### src/rtl/pong_game_ctrl_if.sv
// Purpose: bundles the match controller's button/miss inputs and score/timer/stop outputs.
// Latency: none, wires only.
// Backpressure: none; every signal is a plain level sampled or driven each cycle.
interface pong_game_ctrl_if;
    logic       start;
    logic       miss1;
    logic       miss2;
    logic       stop;
    logic [3:0] sec1;
    logic [3:0] sec0;
    logic [3:0] score1;
    logic [3:0] score2;
    logic       game_over;
    logic [1:0] winner;

    // Controller side: consumes buttons and misses, drives the game outputs.
    modport slave (
        input  start, miss1, miss2,
        output stop, sec1, sec0, score1, score2, game_over, winner
    );

    // Environment side: drives buttons and misses, observes the game outputs.
    modport master (
        output start, miss1, miss2,
        input  stop, sec1, sec0, score1, score2, game_over, winner
    );
endinterface

### src/rtl/pong_game_ctrl.sv
// Purpose: Pong match controller - serve pacing, BCD countdown, scores, end-of-game and winner.
// Latency: all outputs registered; start rise -> SERVE next cycle, miss -> stop/score next cycle.
// Backpressure: none; level misses score once because only the PLAY-state sample is used.
module pong_game_ctrl #(
    parameter int unsigned TICKS_PER_SEC = 25_000_000,
    parameter int unsigned SERVE_TICKS   = 50_000_000,
    parameter int unsigned GAME_SECONDS  = 60,
    parameter int unsigned WIN_SCORE     = 9
) (
    input  logic               clk,
    input  logic               rst,
    pong_game_ctrl_if.slave    bus
);

    localparam int PW = (TICKS_PER_SEC > 1) ? $clog2(TICKS_PER_SEC) : 1;
    localparam int SW = (SERVE_TICKS > 1)   ? $clog2(SERVE_TICKS)   : 1;

    localparam logic [PW-1:0] PRESC_MAX = PW'(TICKS_PER_SEC - 1);
    localparam logic [SW-1:0] SERVE_MAX = SW'(SERVE_TICKS - 1);
    localparam logic [3:0]    SEC1_INIT = 4'(GAME_SECONDS / 10);
    localparam logic [3:0]    SEC0_INIT = 4'(GAME_SECONDS % 10);
    localparam logic [3:0]    WIN4      = 4'(WIN_SCORE);

    typedef enum logic [2:0] {
        S_IDLE,
        S_SERVE,
        S_PLAY,
        S_POINT,
        S_OVER
    } state_t;

    state_t        state_q,     state_d;
    logic          stop_q,      stop_d;
    logic [3:0]    sec1_q,      sec1_d;
    logic [3:0]    sec0_q,      sec0_d;
    logic [3:0]    score1_q,    score1_d;
    logic [3:0]    score2_q,    score2_d;
    logic          game_over_q, game_over_d;
    logic [1:0]    winner_q,    winner_d;
    logic [PW-1:0] presc_q,     presc_d;
    logic [SW-1:0] serve_cnt_q, serve_cnt_d;
    logic          start_q,     start_d;

    logic       start_rise;
    logic       sec_tick;
    logic       timer_zero;
    logic [3:0] dec_sec1;
    logic [3:0] dec_sec0;
    logic       dec_zero;
    logic [1:0] win_code;
    logic       do_reload;

    // One-second decrement of the BCD timer, clamped at 00, and the winner encoding.
    always_comb begin
        start_rise = bus.start & ~start_q;
        sec_tick   = (presc_q == PRESC_MAX);
        timer_zero = (sec1_q == 4'd0) && (sec0_q == 4'd0);
        dec_sec1   = sec1_q;
        dec_sec0   = sec0_q;
        if (!timer_zero) begin
            if (sec0_q == 4'd0) begin
                dec_sec0 = 4'd9;
                dec_sec1 = sec1_q - 4'd1;
            end else begin
                dec_sec0 = sec0_q - 4'd1;
            end
        end
        dec_zero = (dec_sec1 == 4'd0) && (dec_sec0 == 4'd0);
        if (score1_q > score2_q) begin
            win_code = 2'b01;
        end else if (score1_q < score2_q) begin
            win_code = 2'b10;
        end else begin
            win_code = 2'b11;
        end
    end

    // Next-state and next-register values for the match FSM.
    always_comb begin
        state_d     = state_q;
        sec1_d      = sec1_q;
        sec0_d      = sec0_q;
        score1_d    = score1_q;
        score2_d    = score2_q;
        winner_d    = winner_q;
        presc_d     = presc_q;
        serve_cnt_d = serve_cnt_q;
        start_d     = bus.start;
        do_reload   = 1'b0;

        unique case (state_q)
            S_IDLE: begin
                if (start_rise) begin
                    do_reload = 1'b1;
                end
            end
            S_SERVE: begin
                if (serve_cnt_q == SERVE_MAX) begin
                    state_d = S_PLAY;
                end else begin
                    serve_cnt_d = serve_cnt_q + SW'(1);
                end
            end
            S_PLAY: begin
                if (sec_tick) begin
                    presc_d = '0;
                    sec1_d  = dec_sec1;
                    sec0_d  = dec_sec0;
                end else begin
                    presc_d = presc_q + PW'(1);
                end
                if (bus.miss1 || bus.miss2) begin
                    if (bus.miss2 && (score1_q != WIN4)) begin
                        score1_d = score1_q + 4'd1;
                    end
                    if (bus.miss1 && (score2_q != WIN4)) begin
                        score2_d = score2_q + 4'd1;
                    end
                    state_d = S_POINT;
                end else if (sec_tick && dec_zero) begin
                    winner_d = win_code;
                    state_d  = S_OVER;
                end
            end
            S_POINT: begin
                if ((score1_q == WIN4) || (score2_q == WIN4) || timer_zero) begin
                    winner_d = win_code;
                    state_d  = S_OVER;
                end else begin
                    serve_cnt_d = '0;
                    state_d     = S_SERVE;
                end
            end
            S_OVER: begin
                if (start_rise) begin
                    do_reload = 1'b1;
                end
            end
            default: begin
                state_d = S_IDLE;
            end
        endcase

        // A new match starts from a fresh timer, zero scores and an empty prescaler.
        if (do_reload) begin
            score1_d    = '0;
            score2_d    = '0;
            sec1_d      = SEC1_INIT;
            sec0_d      = SEC0_INIT;
            presc_d     = '0;
            serve_cnt_d = '0;
            winner_d    = 2'b00;
            state_d     = S_SERVE;
        end

        stop_d      = (state_d != S_PLAY);
        game_over_d = (state_d == S_OVER);
    end

    // State and output registers with asynchronous active-low reset.
    always_ff @(posedge clk or negedge rst) begin
        if (!rst) begin
            state_q     <= S_IDLE;
            stop_q      <= 1'b1;
            sec1_q      <= SEC1_INIT;
            sec0_q      <= SEC0_INIT;
            score1_q    <= '0;
            score2_q    <= '0;
            game_over_q <= 1'b0;
            winner_q    <= 2'b00;
            presc_q     <= '0;
            serve_cnt_q <= '0;
            start_q     <= 1'b0;
        end else begin
            state_q     <= state_d;
            stop_q      <= stop_d;
            sec1_q      <= sec1_d;
            sec0_q      <= sec0_d;
            score1_q    <= score1_d;
            score2_q    <= score2_d;
            game_over_q <= game_over_d;
            winner_q    <= winner_d;
            presc_q     <= presc_d;
            serve_cnt_q <= serve_cnt_d;
            start_q     <= start_d;
        end
    end

    assign bus.stop      = stop_q;
    assign bus.sec1      = sec1_q;
    assign bus.sec0      = sec0_q;
    assign bus.score1    = score1_q;
    assign bus.score2    = score2_q;
    assign bus.game_over = game_over_q;
    assign bus.winner    = winner_q;

endmodule

### src/flat_wrapper.sv
// flat-port wrapper written by rule: the top's interface ports become plain ports
module pong_game_ctrl_flat 
#(
    parameter int unsigned TICKS_PER_SEC = 25_000_000,
    parameter int unsigned SERVE_TICKS   = 50_000_000,
    parameter int unsigned GAME_SECONDS  = 60,
    parameter int unsigned WIN_SCORE     = 9
)
  (clk, rst, bus_start, bus_miss1, bus_miss2, bus_stop, bus_sec1, bus_sec0, bus_score1, bus_score2, bus_game_over, bus_winner);
  pong_game_ctrl_if bus_i ();
  input  logic clk;
  input  logic rst;
  input wire logic [$bits(bus_i.start)-1:0] bus_start;
  input wire logic [$bits(bus_i.miss1)-1:0] bus_miss1;
  input wire logic [$bits(bus_i.miss2)-1:0] bus_miss2;
  output wire logic [$bits(bus_i.stop)-1:0] bus_stop;
  output wire logic [$bits(bus_i.sec1)-1:0] bus_sec1;
  output wire logic [$bits(bus_i.sec0)-1:0] bus_sec0;
  output wire logic [$bits(bus_i.score1)-1:0] bus_score1;
  output wire logic [$bits(bus_i.score2)-1:0] bus_score2;
  output wire logic [$bits(bus_i.game_over)-1:0] bus_game_over;
  output wire logic [$bits(bus_i.winner)-1:0] bus_winner;
  assign bus_i.start = bus_start;
  assign bus_i.miss1 = bus_miss1;
  assign bus_i.miss2 = bus_miss2;
  assign bus_stop = bus_i.stop;
  assign bus_sec1 = bus_i.sec1;
  assign bus_sec0 = bus_i.sec0;
  assign bus_score1 = bus_i.score1;
  assign bus_score2 = bus_i.score2;
  assign bus_game_over = bus_i.game_over;
  assign bus_winner = bus_i.winner;
  pong_game_ctrl #(.TICKS_PER_SEC(TICKS_PER_SEC), .SERVE_TICKS(SERVE_TICKS), .GAME_SECONDS(GAME_SECONDS), .WIN_SCORE(WIN_SCORE)) u_core (.clk(clk), .rst(rst), .bus(bus_i));
endmodule
### config.mk
export PLATFORM = sky130hd
export DESIGN_NAME = pong_game_ctrl_flat
export DESIGN_NICKNAME = d
export VERILOG_FILES = /design/src/rtl/pong_game_ctrl_if.sv /design/src/rtl/pong_game_ctrl.sv /design/src/flat_wrapper.sv
export SDC_FILE = /design/constraint.sdc
export NUM_CORES = 1
export LEC_CHECK = 0
export ABC_CLOCK_PERIOD_IN_PS = 3000
export BUFFER_PORTS_ARGS = -buffer_cell sky130_fd_sc_hd__buf_2
export CAP_MARGIN = 20
export CELL_PAD_IN_SITES_DETAIL_PLACEMENT = 1
export CELL_PAD_IN_SITES_GLOBAL_PLACEMENT = 1
export CORE_MARGIN = 8
export CORE_UTILIZATION = 47
export DETAILED_ROUTE_END_ITERATION = 8
export PLACE_DENSITY = 0.85
export SYNTH_ARGS = -nofsm -noshare
export SYNTH_HDL_FRONTEND = slang
export SYNTH_SLANG_ARGS = --single-unit
export TNS_END_PERCENT = 5
### constraint.sdc
create_clock -name clk -period 3 [get_ports clk]
set_input_delay 0.45 -clock clk [delete_from_list [all_inputs] [get_ports clk]]
set_output_delay 0.45 -clock clk [all_outputs]
set_load 0.05 [all_outputs]
Yosys cells after proc, flatten, opt, wreduce, memory -nomap -nowiden:

Index checks and enable logic that the tools add are counted.
W data, S select, Z words.

* flip-flop bits (word level): 75
* bits of input ports: 5
* output and inout port bits: 20
* word-level logic and storage cells: 104

* add/subtract/negate cells: 6
* magnitude comparators: 2
* equal/unequal tests: 17
* mux-type cells: 40
* bitwise operators: 2
* reduce and logical (&&, ||, !) cells: 26

Operators with widths (number)
* $mux W26: 3
* $mux W25: 3
* $mux W4: 18
* $pmux W26 S2: 1
* $add A26 B1 Y26 const B: 1
* $eq A26 B26 Y1 const B: 1
* $add A25 B1 Y25 const B: 1
* $eq A25 B25 Y1 const B: 1
* $logic_not A4 Y1: 4
* $mux W3: 5
* $ne A3 B2 Y1 const B: 4
* $pmux W3 S4: 1
* $mux W2: 5
* $reduce_bool A2 Y1: 5
* $reduce_and A3 Y1: 3
* $add A4 B1 Y4 const B: 2
* $eq A4 B4 Y1 const B: 2
* $ne A4 B4 Y1 const B: 2
* $sub A4 B1 Y4 const B: 2
* $eq A3 B2 Y1 const B: 2
* $eq A3 B3 Y1 const B: 2
* $ne A3 B1 Y1 const B: 2
* $reduce_bool A3 Y1: 2
* $logic_and A1 B1 Y1: 5
* other kinds (12): 16

Longest topological paths before layout:

Gate-level depths: netlist of the first run.

* depth in word-level cells: 11
* depth in mapped cells: 9
* gate-level depth less buffers: 8

Least setup slack after synthesis of the first run:

No wires, ideal clock.

* kind: reg2reg
* start point: reg u_core.sec1_q[0], in the netlist u_core.bus.sec1[0]
* end point: reg u_core.serve_cnt_q[20]
* setup time: 0.123 ns
* arrival time: 2.349 ns
* required time: 2.877 ns
* slack: 0.529 ns
* stages on the path, launching flop included: 10
* buffers on the path: 1
* period minus slack after synthesis: 2.471 ns
* cell sequence: dfrtp_1 > inv_1 > ha_1 > or3b_2 > o2111ai_2 > nand2_1 > buf_2 > o2111ai_1 > xor2_1 > nor2_1

* cells in the longest elaborated chain, start to end: 5

RTL lines
* start, declared: line pong_game_ctrl.sv:34 `logic [3:0] sec1_q, sec1_d;`
* start signal, assigned: line pong_game_ctrl.sv:165 `sec1_q <= SEC1_INIT;`
* start signal, assigned: line pong_game_ctrl.sv:177 `sec1_q <= sec1_d;`
* $logic_not A4 Y1: line pong_game_ctrl.sv:57 `timer_zero = (sec1_q == 4'd0) && (sec0_q == 4'd0);`
* $logic_and A1 B1 Y1: line pong_game_ctrl.sv:57
* $logic_or A1 B1 Y1: line pong_game_ctrl.sv:126 `if ((score1_q == WIN4) || (score2_q == WIN4) || timer_zero) begin`
* $ne A3 B2 Y1 (no source line)
* $reduce_and A3 Y1 (no source line)
* end signal, assigned: line pong_game_ctrl.sv:184 `serve_cnt_q <= serve_cnt_d;`
* end, declared: line pong_game_ctrl.sv:41 `logic [SW-1:0] serve_cnt_q, serve_cnt_d;`

No other way between the ends.
A chain may end at the register's enable or synchronous reset.

Worst setup path after layout of the first run:

* start point: reg u_core.sec1_q[0], in the netlist u_core.bus.sec1[0]
* end point: reg u_core.serve_cnt_q[3]

The elaborated chain is that of the path after synthesis.

==> results.cfg, run 1 <==
[outcome]
outcome = finished, final reports clean

[finish]
multi_input_area_um2 = 2340
register_area_um2 = 1880
fin_nets = 530
final_cell_mix = dfrtp_1 (72), o21ai_0 (61), nand2_1 (43)
layout_commonest_cell = dfrtp_1
area_delta_synth_final_pct = 10.5
diodes = 0
drive_gt1_share_pct = 13.9
final.fill_count = 1088

[clock_tree]
htreeDepth = 3
hold_buffers = 0
clk_latency_ns = 0.36
clock-sinks = 75
post_cts_resized = 0
cts.clk_slew.worst_paths_ns = 0.08
ctsRootBufferMaster = clkbuf_8
cts_tree = yes
cts_setup_buffers = 0
numCtsBuffers = 9
clockBufferDepth = 2

[synthesis]
synth_warnings = 0
syn_area_um2 = 4380
ys_async_sr_fraction_pct = 100
synth_cells = 492
synth_edf_count = 0
syn_area_per_cell_um2 = 8.91
syn-num-nets = 508
synth_flop_cell = dfrtp_1
seq_area_frac_synth_pct = 42.9
synth.distinct_cells = 62
ys_ff_latch = 75

[floorplanning]
start_util_pct = 47.9
die_x_um = 113
rows = 35
io_pins = 25
die_y_um = 113
core_area_um2 = 9150
die_area_um2 = 12700

[sta]
hold_viol = 0
timing.final.crit_share_pct = 91.3
period_minus_slack_ns = 2.74
finalSetupTns_ns = 0
tightestPinTransition_ns = 0.973
fmax_mhz = 365
rsz0062_at_grt = false
clock_skew_ns = 0.00844
holdWs_ns = 0.236
setup_slack_ns = 0.262
timing.slew.headroom_pct = 35.1
finalSetupViolations = 0
report.final.slew_viol_count = 0

[pwr]
p_int_w = 0.00154
power.leakage_nw = 2.03
powerDensity_nw_per_um2 = 413
swShare_pct = 22.9
power_w = 0.00200
clockPowerShare_pct = 46.2
combPwrFrac_pct = 2.9
p_sw_w = 0.000458
pwr-share-seq_pct = 50.9
vdd_drop_max_v = 0.000324

[detailed_routing]
dr_total_vias = 3926
drt_iter0_drc = 213
finalWirelength_um = 12200
antenna_left = 0
viasPerCell = 6.23
first_pass_iters = 4
wl_per_cell_um = 19.4
drc = 0

[placement]
gp_congestion = 0.824
dp_hpwl_um = 8600
port_buffers = 24
pre_cts_ws_ns = 0.375

[critical_path]
r2r_slack_ns = 0.26
cp.arrival_ns = 2.99
worstReg2RegStart = u_core.bus.sec1[0]
path_class = register to register
endpoint_kind = register
cp_cell_sequence = inv_1 -> ha_1 -> or3b_2 -> o2111ai_2 -> nand2_1 -> nor2_2 -> buf_4 -> o21ai_0 -> o31ai_1
r2r_end = u_core.serve_cnt_q[3]
critPathLaunchType = register
crit_required_ns = 3.25
cp_num_buf_inv = 2
path_delay_family = simple AND/OR/NAND/NOR gates
max_stage_delay_ns = 0.52
critPathMaxFanout = 13
crit_slowest_cell = or3b_2
reg2reg_depth = 9

[flow_run]
max_cap_viol_count = 0

[global_routing]
grt_first_pass_wirelength_um = 21300
grt_max_degree = 76
gr-total-overflow = 0
first_global_vias = 4209
antenna_found_initial = 0
grt_usage_pct = 20.7

[hold_path]
min_path_type = input pin to async pin
## cells by family (layout without fill, tap and decap cells)
group	Yosys count	in the layout	synth area share, %
simple gates	215	215	26.8
compound gates	137	137	19.6
flops	75	75	42.9
buf+inv	36	63	3.88
xor+xnor	17	17	3.40
fa+ha+maj	11	11	3.14
mux	1	1	0.228
## sequential cells by signal, indices dropped and copies added (netlist names)
name                  cells
u_core.bus.sec1           4
u_core.bus.score1         4
u_core.state_q            3
u_core.bus.game_over      1
u_core.bus.sec0           4
u_core.bus.score2         4
u_core.serve_cnt_q       26
u_core.bus.stop           1
u_core.presc_q           25
u_core.start_q            1
u_core.bus.winner         2
## synthesized netlist by cell type (all sizes together), types with 2 or more instances
master | instances | area, um2
a211oi | 3 | 22.5
a21o | 3 | 22.5
a21oi | 20 | 108
a22o | 3 | 26.3
a31oi | 9 | 56.3
a41oi | 2 | 36.3
and2 | 6 | 37.5
and3 | 14 | 87.6
and4 | 6 | 52.6
buf | 9 | 68.8
clkbuf | 15 | 56.3
dfrtp | 72 | 1800
dfstp | 3 | 78.8
ha | 11 | 138
inv | 12 | 45.0
nand2 | 43 | 161
nand2b | 6 | 37.5
nand3 | 29 | 145
nand3b | 3 | 22.5
nand4 | 21 | 131
nor2 | 38 | 145
nor2b | 4 | 25.0
nor3 | 19 | 95.1
nor3b | 2 | 15.0
nor4 | 7 | 80.1
o2111ai | 4 | 41.3
o211ai | 2 | 15.0
o21ai | 69 | 353
o22ai | 2 | 12.5
o31ai | 12 | 90.1
or3 | 5 | 31.3
or3b | 3 | 26.3
or4 | 3 | 26.3
xnor2 | 9 | 78.8
xor2 | 8 | 70.1
## cell type report
cell class	instances	area share, %
Timing Repair Buffer	35	4.24
Sequential cell	75	38.8
Multi-Input combinational cell	381	48.3
Clock buffer	11	3.13
Tap cell	111	2.87
Inverter	12	0.930
Clock inverter	5	1.73
## layer usage
layer	track usage, %	part of all wire, %	wire length (um)	vias up
met5	0	0	0	-
met4	7.10	2.0	249	0
met3	4.13	2.6	316	22
met1	26.1	46	5570	1974
li1	-	-	-	1879
met2	34.4	50	6070	51
## worst register-to-register path, delay by kind of cell, from the launching register on
kind / cells / cell delay [ns]
and+or+nand+nor: 3 / 1.07
AOI/OAI and AO/OA: 3 / 0.53
DFF: 1 / 0.43
buffers and inverters: 2 / 0.33
adders and majority gates: 1 / 0.27
## how the worst max path moves through the flow
stage / endpoint / start / slack [ns] / cells past startpoint
2_1_floorplan: u_core.serve_cnt_q[20] / u_core.bus.sec1[0] / 0.53 / 9
3_3_place_gp: u_core.serve_cnt_q[22] / u_core.bus.sec1[0] / 0.52 / 9
3_5_place_dp: u_core.serve_cnt_q[3] / u_core.bus.sec1[0] / 0.38 / 9
4_1_cts: u_core.serve_cnt_q[3] / u_core.bus.sec1[0] / 0.26 / 9
5_1_grt: u_core.serve_cnt_q[3] / u_core.bus.sec1[0] / 0.07 / 9
6_report: u_core.serve_cnt_q[3] / u_core.bus.sec1[0] / 0.26 / 9
## through the flow
| stage | cell area (um2) | utilization (%) | std cells |
|---|---|---|---|
| 4_1_cts | 4840 | 52.9 | 630 |
| 6_report | 4840 | 52.9 | 630 |
| 2_1_floorplan | 4380 | - | 492 |
| 3_3_place_gp | 4610 | 50.3 | 614 |
| 3_5_place_dp | 4610 | 50.3 | 614 |
| 5_1_grt | 4840 | 52.9 | 630 |
## power groups by stage
stage / clock network (W) / logic, W / registers, W
final: 0.000925 / 0.0000583 / 0.00102
after global routing: 0.000974 / 0.0000658 / 0.00102
after floorplan: 0 / 0.0000176 / 0.00105
after CTS: 0.000941 / 0.0000602 / 0.00102
after global placement: 0 / 0.0000585 / 0.00104
after detailed placement: 0 / 0.0000598 / 0.00104
Note: power is estimated with default switching activity, not from simulation.
==> run 2: changes to the inputs <==
Settings changed: RECOVER_POWER from default to 25.
==> results.cfg, run 2 (synthesized netlist as in run 1, its figures left out) <==
[floorplanning]
die_y_um = 113
start_util_pct = 47.9
core_area_um2 = 9150
rows = 35
die_x_um = 113
die_area_um2 = 12700
io_pins = 25

[placement]
post_dp_cell_area_um2 = 4610
dp_hpwl_um = 8600
dp_cells = 614
gp_congestion = 0.824
port_buffers = 24

[sta]
holdWs_ns = 0.250
rsz0062_at_grt = false
period_minus_slack_ns = 2.74
timing.slew.headroom_pct = -27.4
report.final.slew_viol_count = 76
clock_skew_ns = 0.00843
finalSetupViolations = 0
tightestPinTransition_ns = 1.91
fmax_mhz = 365
hold_viol = 0
finalSetupTns_ns = 0
timing.final.crit_share_pct = 91.3

[finish]
area_delta_synth_final_pct = 10.4
fin_nets = 530
layout_commonest_cell = dfrtp_1
fin_area_um2 = 4840
largest_register_ffs = 26
top_regs = u_core.serve_cnt_q x26, u_core.presc_q x25
regMostFlops = u_core.serve_cnt_q
diodes = 0
drive_gt1_share_pct = 13.7
stdcell_count = 630
final_cell_mix = dfrtp_1 (72), o21ai_0 (61), nand2_1 (43)

[clock_tree]
ctsRootBufferMaster = clkbuf_8
clock-sinks = 75
cts_setup_buffers = 0
clockBufferDepth = 2
cts.clk_slew.worst_paths_ns = 0.08
cts_tree = yes
post_cts_resized = 0
htreeDepth = 3
clk_latency_ns = 0.36
numCtsBuffers = 9
hold_buffers = 0

[critical_path]
cp_cell_sequence = inv_1 -> ha_1 -> or3b_2 -> o2111ai_2 -> nand2_1 -> nor2_2 -> buf_4 -> o21ai_0 -> o31ai_1
critPathMaxFanout = 13
path_class = register to register
cp.arrival_ns = 2.99
crit_slowest_cell = or3b_2
critPathLaunchType = register
cp_num_buf_inv = 2
path_delay_family = simple AND/OR/NAND/NOR gates
max_stage_delay_ns = 0.52
endpoint_kind = register
crit_required_ns = 3.25

[detailed_routing]
met2_length_um = 6080
drt_iter0_drc = 243
first_pass_iters = 4
antenna_left = 0
wl_met3_um = 320
viasPerCell = 6.25
drc = 0
highest_layer = met4
wl_per_cell_um = 19.4
finalWirelength_um = 12200
met1Wirelength_um = 5570
dr_total_vias = 3940

[outcome]
outcome = finished with violations
violations = capacitance limit, slew limit

[pwr]
swShare_pct = 22.8
powerDensity_nw_per_um2 = 413
power.leakage_nw = 2.02
pwr-share-seq_pct = 51.0
combPwrFrac_pct = 2.9
p_int_w = 0.00154
vdd_drop_max_v = 0.000320
p_sw_w = 0.000457
clockPowerShare_pct = 46.1

[global_routing]
grt_usage_pct = 20.7
grt_max_degree = 76
antenna_found_initial = 0
first_global_vias = 4209
grt_first_pass_wirelength_um = 21300
gr-total-overflow = 0

[flow_run]
max_cap_viol_count = 1

[hold_path]
min_path_type = input pin to register
[run 2: cell count changes in the layout (fill, tap and decap cells not counted), sizes merged]
cell    change
buf         -2
clkbuf      +2
[run 2: final cells by class]
cell class                 count  area (um2)
clock buffer                  11         151
timing repair buffer          35         201
fill                        1088        4310
tap                          111         139
multi-input combinational    381        2340
sequential                    75        1880
clock inverter                 5        83.8
inverter                      12        45.0
[run 2: per-stage QoR]
step,setup WS (ns),total power [W],utilization [%]
floorplan,0.529,0.00107,-
global placement,0.518,0.00110,50.3
detailed placement,0.375,0.00110,50.3
CTS,0.259,0.00202,52.9
global route,0.0717,0.00206,52.9
finish,0.262,0.00200,52.9
[run 2: per-layer routing]
layer  global-route usage (%)  vias up
li1                         -     1880
met1                     26.1     1977
met2                     34.4       62
met3                     4.13       21
met4                     7.10        0
met5                        0        -
[run 2: path summary, 6_finish.rpt]
check | endpoint | start | slack, ns | depth (start not counted)
max | u_core.serve_cnt_q[3] | u_core.bus.sec1[0] | 0.26 | 9
min | u_core.start_q | bus_start | 0.25 | 1
max reg2reg | u_core.serve_cnt_q[3] | u_core.bus.sec1[0] | 0.26 | 9
min reg2reg | u_core.serve_cnt_q[6] | u_core.serve_cnt_q[6] | 0.50 | 1
max in group asynchronous | u_core.presc_q[14] | rst | 1.26 | 1
min in group asynchronous | u_core.serve_cnt_q[25] | rst | 0.61 | 1
[run 2: power groups by stage]
stage,registers (W),clock network [W],logic [W]
2_1_floorplan,0.00105,0,0.0000176
3_3_place_gp,0.00104,0,0.0000585
3_5_place_dp,0.00104,0,0.0000598
6_report,0.00102,0.000923,0.0000578
5_1_grt,0.00102,0.000974,0.0000652
4_1_cts,0.00102,0.000941,0.0000602
==> run 3: changes to the inputs <==
Settings changed: CTS_BUF_LIST from default to sky130_fd_sc_hd__clkbuf_16.
==> results.cfg, run 3 (synthesized netlist as in run 1, its figures left out) <==
[outcome]
outcome = finished with violations
violations = capacitance limit, slew limit

[detailed_routing]
drt_iter0_drc = 223
dr_total_vias = 3950
finalWirelength_um = 12400
viasPerCell = 6.27
drc = 0
wl_per_cell_um = 19.7
first_pass_iters = 4
antenna_left = 0

[critical_path]
max_stage_delay_ns = 0.51
path_class = register to register
cp_common_cell = o21ai_0
cp_cell_sequence = inv_1 -> ha_1 -> or3b_2 -> o2111ai_2 -> nand2_1 -> nor2_2 -> buf_4 -> o21ai_0 -> o21ai_0
reg2reg_depth = 9
endpoint_kind = register
cp_num_buf_inv = 2
r2r_end = u_core.serve_cnt_q[2]
worstReg2RegStart = u_core.bus.sec1[0]
crit_slowest_cell = or3b_2
crit_required_ns = 3.24
critPathMaxFanout = 13
r2r_slack_ns = 0.32
cp.arrival_ns = 2.91
critPathLaunchType = register
path_delay_family = simple AND/OR/NAND/NOR gates

[clock_tree]
clockBufferDepth = 2
post_cts_resized = 0
cts_setup_buffers = 0
ctsRootBufferMaster = clkbuf_16
cts.clk_slew.worst_paths_ns = 0.06
clk_latency_ns = 0.33
cts_tree = yes
numCtsBuffers = 9
clock-sinks = 75
htreeDepth = 3
hold_buffers = 0

[sta]
finalSetupViolations = 0
period_minus_slack_ns = 2.68
setup_slack_ns = 0.322
clock_skew_ns = 0.00474
rsz0062_at_grt = false
finalSetupTns_ns = 0
timing.final.crit_share_pct = 89.3
report.final.slew_viol_count = 76
tightestPinTransition_ns = 1.90
timing.slew.headroom_pct = -26.4
fmax_mhz = 373
hold_viol = 0

[placement]
dp_hpwl_um = 8600
gp_congestion = 0.824
pre_cts_ws_ns = 0.375
port_buffers = 24
dp_cells = 614

[hold_path]
min_path_type = input pin to register
hp-start = bus_start
worstHoldPathCells = 1
whs_endpoint = u_core.start_q

[finish]
stdcell_count = 630
area_delta_synth_final_pct = 12.2
regMostFlops = u_core.serve_cnt_q
fin_nets = 530
diodes = 0
drive_gt1_share_pct = 13.3
largest_register_ffs = 26
top_regs = u_core.serve_cnt_q x26, u_core.presc_q x25
final_cell_mix = dfrtp_1 (72), o21ai_0 (61), nand2_1 (43)
utilization_pct = 53.8
layout_commonest_cell = dfrtp_1

[pwr]
power.leakage_nw = 2.06
powerDensity_nw_per_um2 = 453
vdd_drop_max_v = 0.000302

[global_routing]
gr-total-overflow = 0
antenna_found_initial = 0
grt_max_degree = 76
grt_usage_pct = 20.8
first_global_vias = 4279
grt_first_pass_wirelength_um = 21700

[floorplanning]
core_area_um2 = 9150
io_pins = 25
rows = 35
die_area_um2 = 12700
die_x_um = 113
die_y_um = 113
start_util_pct = 47.9

[flow_run]
max_cap_viol_count = 1
run 3: area by class of cell:
class	count	area, um2
clock buffer	9	225
clock inverter	7	91.3
fill	1071	4230
inverter	12	45.0
multi-input combinational	381	2340
sequential	75	1880
tap	111	139
timing repair buffer	35	201
run 3: through the flow:
stage / cell area (um2) / hold WS, ns / power (W)
4_1_cts: 4920 / 0.252 / 0.00226
6_report: 4920 / 0.277 / 0.00223
3_3_place_gp: 4610 / 0.481 / 0.00110
2_1_floorplan: 4380 / 0.154 / 0.00107
5_1_grt: 4920 / 0.270 / 0.00230
3_5_place_dp: 4610 / 0.491 / 0.00110
run 3: report_power, final:
part	switching, W	internal, W
registers	0.00000534	0.00102
logic	0.0000455	0.0000126
clock network	0.000424	0.000725
total	0.000475	0.00175
run 3: per-layer routing:
metal  track usage, %  up-vias  share of wire [%]
li1                 -     1870                  -
met1             26.3     1994                 46
met2             34.8       61                 50
met3             3.81       25                2.2
met4             7.37        0                2.0
met5                0        -                  0
run 3: worst max path at each step:
stage / depth (start not counted) / start / endpoint / slack [ns]
2_1_floorplan: 9 / u_core.bus.sec1[0] / u_core.serve_cnt_q[20] / 0.53
3_3_place_gp: 9 / u_core.bus.sec1[0] / u_core.serve_cnt_q[22] / 0.52
3_5_place_dp: 9 / u_core.bus.sec1[0] / u_core.serve_cnt_q[3] / 0.38
4_1_cts: 9 / u_core.bus.sec1[0] / u_core.serve_cnt_q[2] / 0.32
5_1_grt: 9 / u_core.bus.sec1[0] / u_core.serve_cnt_q[2] / 0.12
6_report: 9 / u_core.bus.sec1[0] / u_core.serve_cnt_q[2] / 0.32
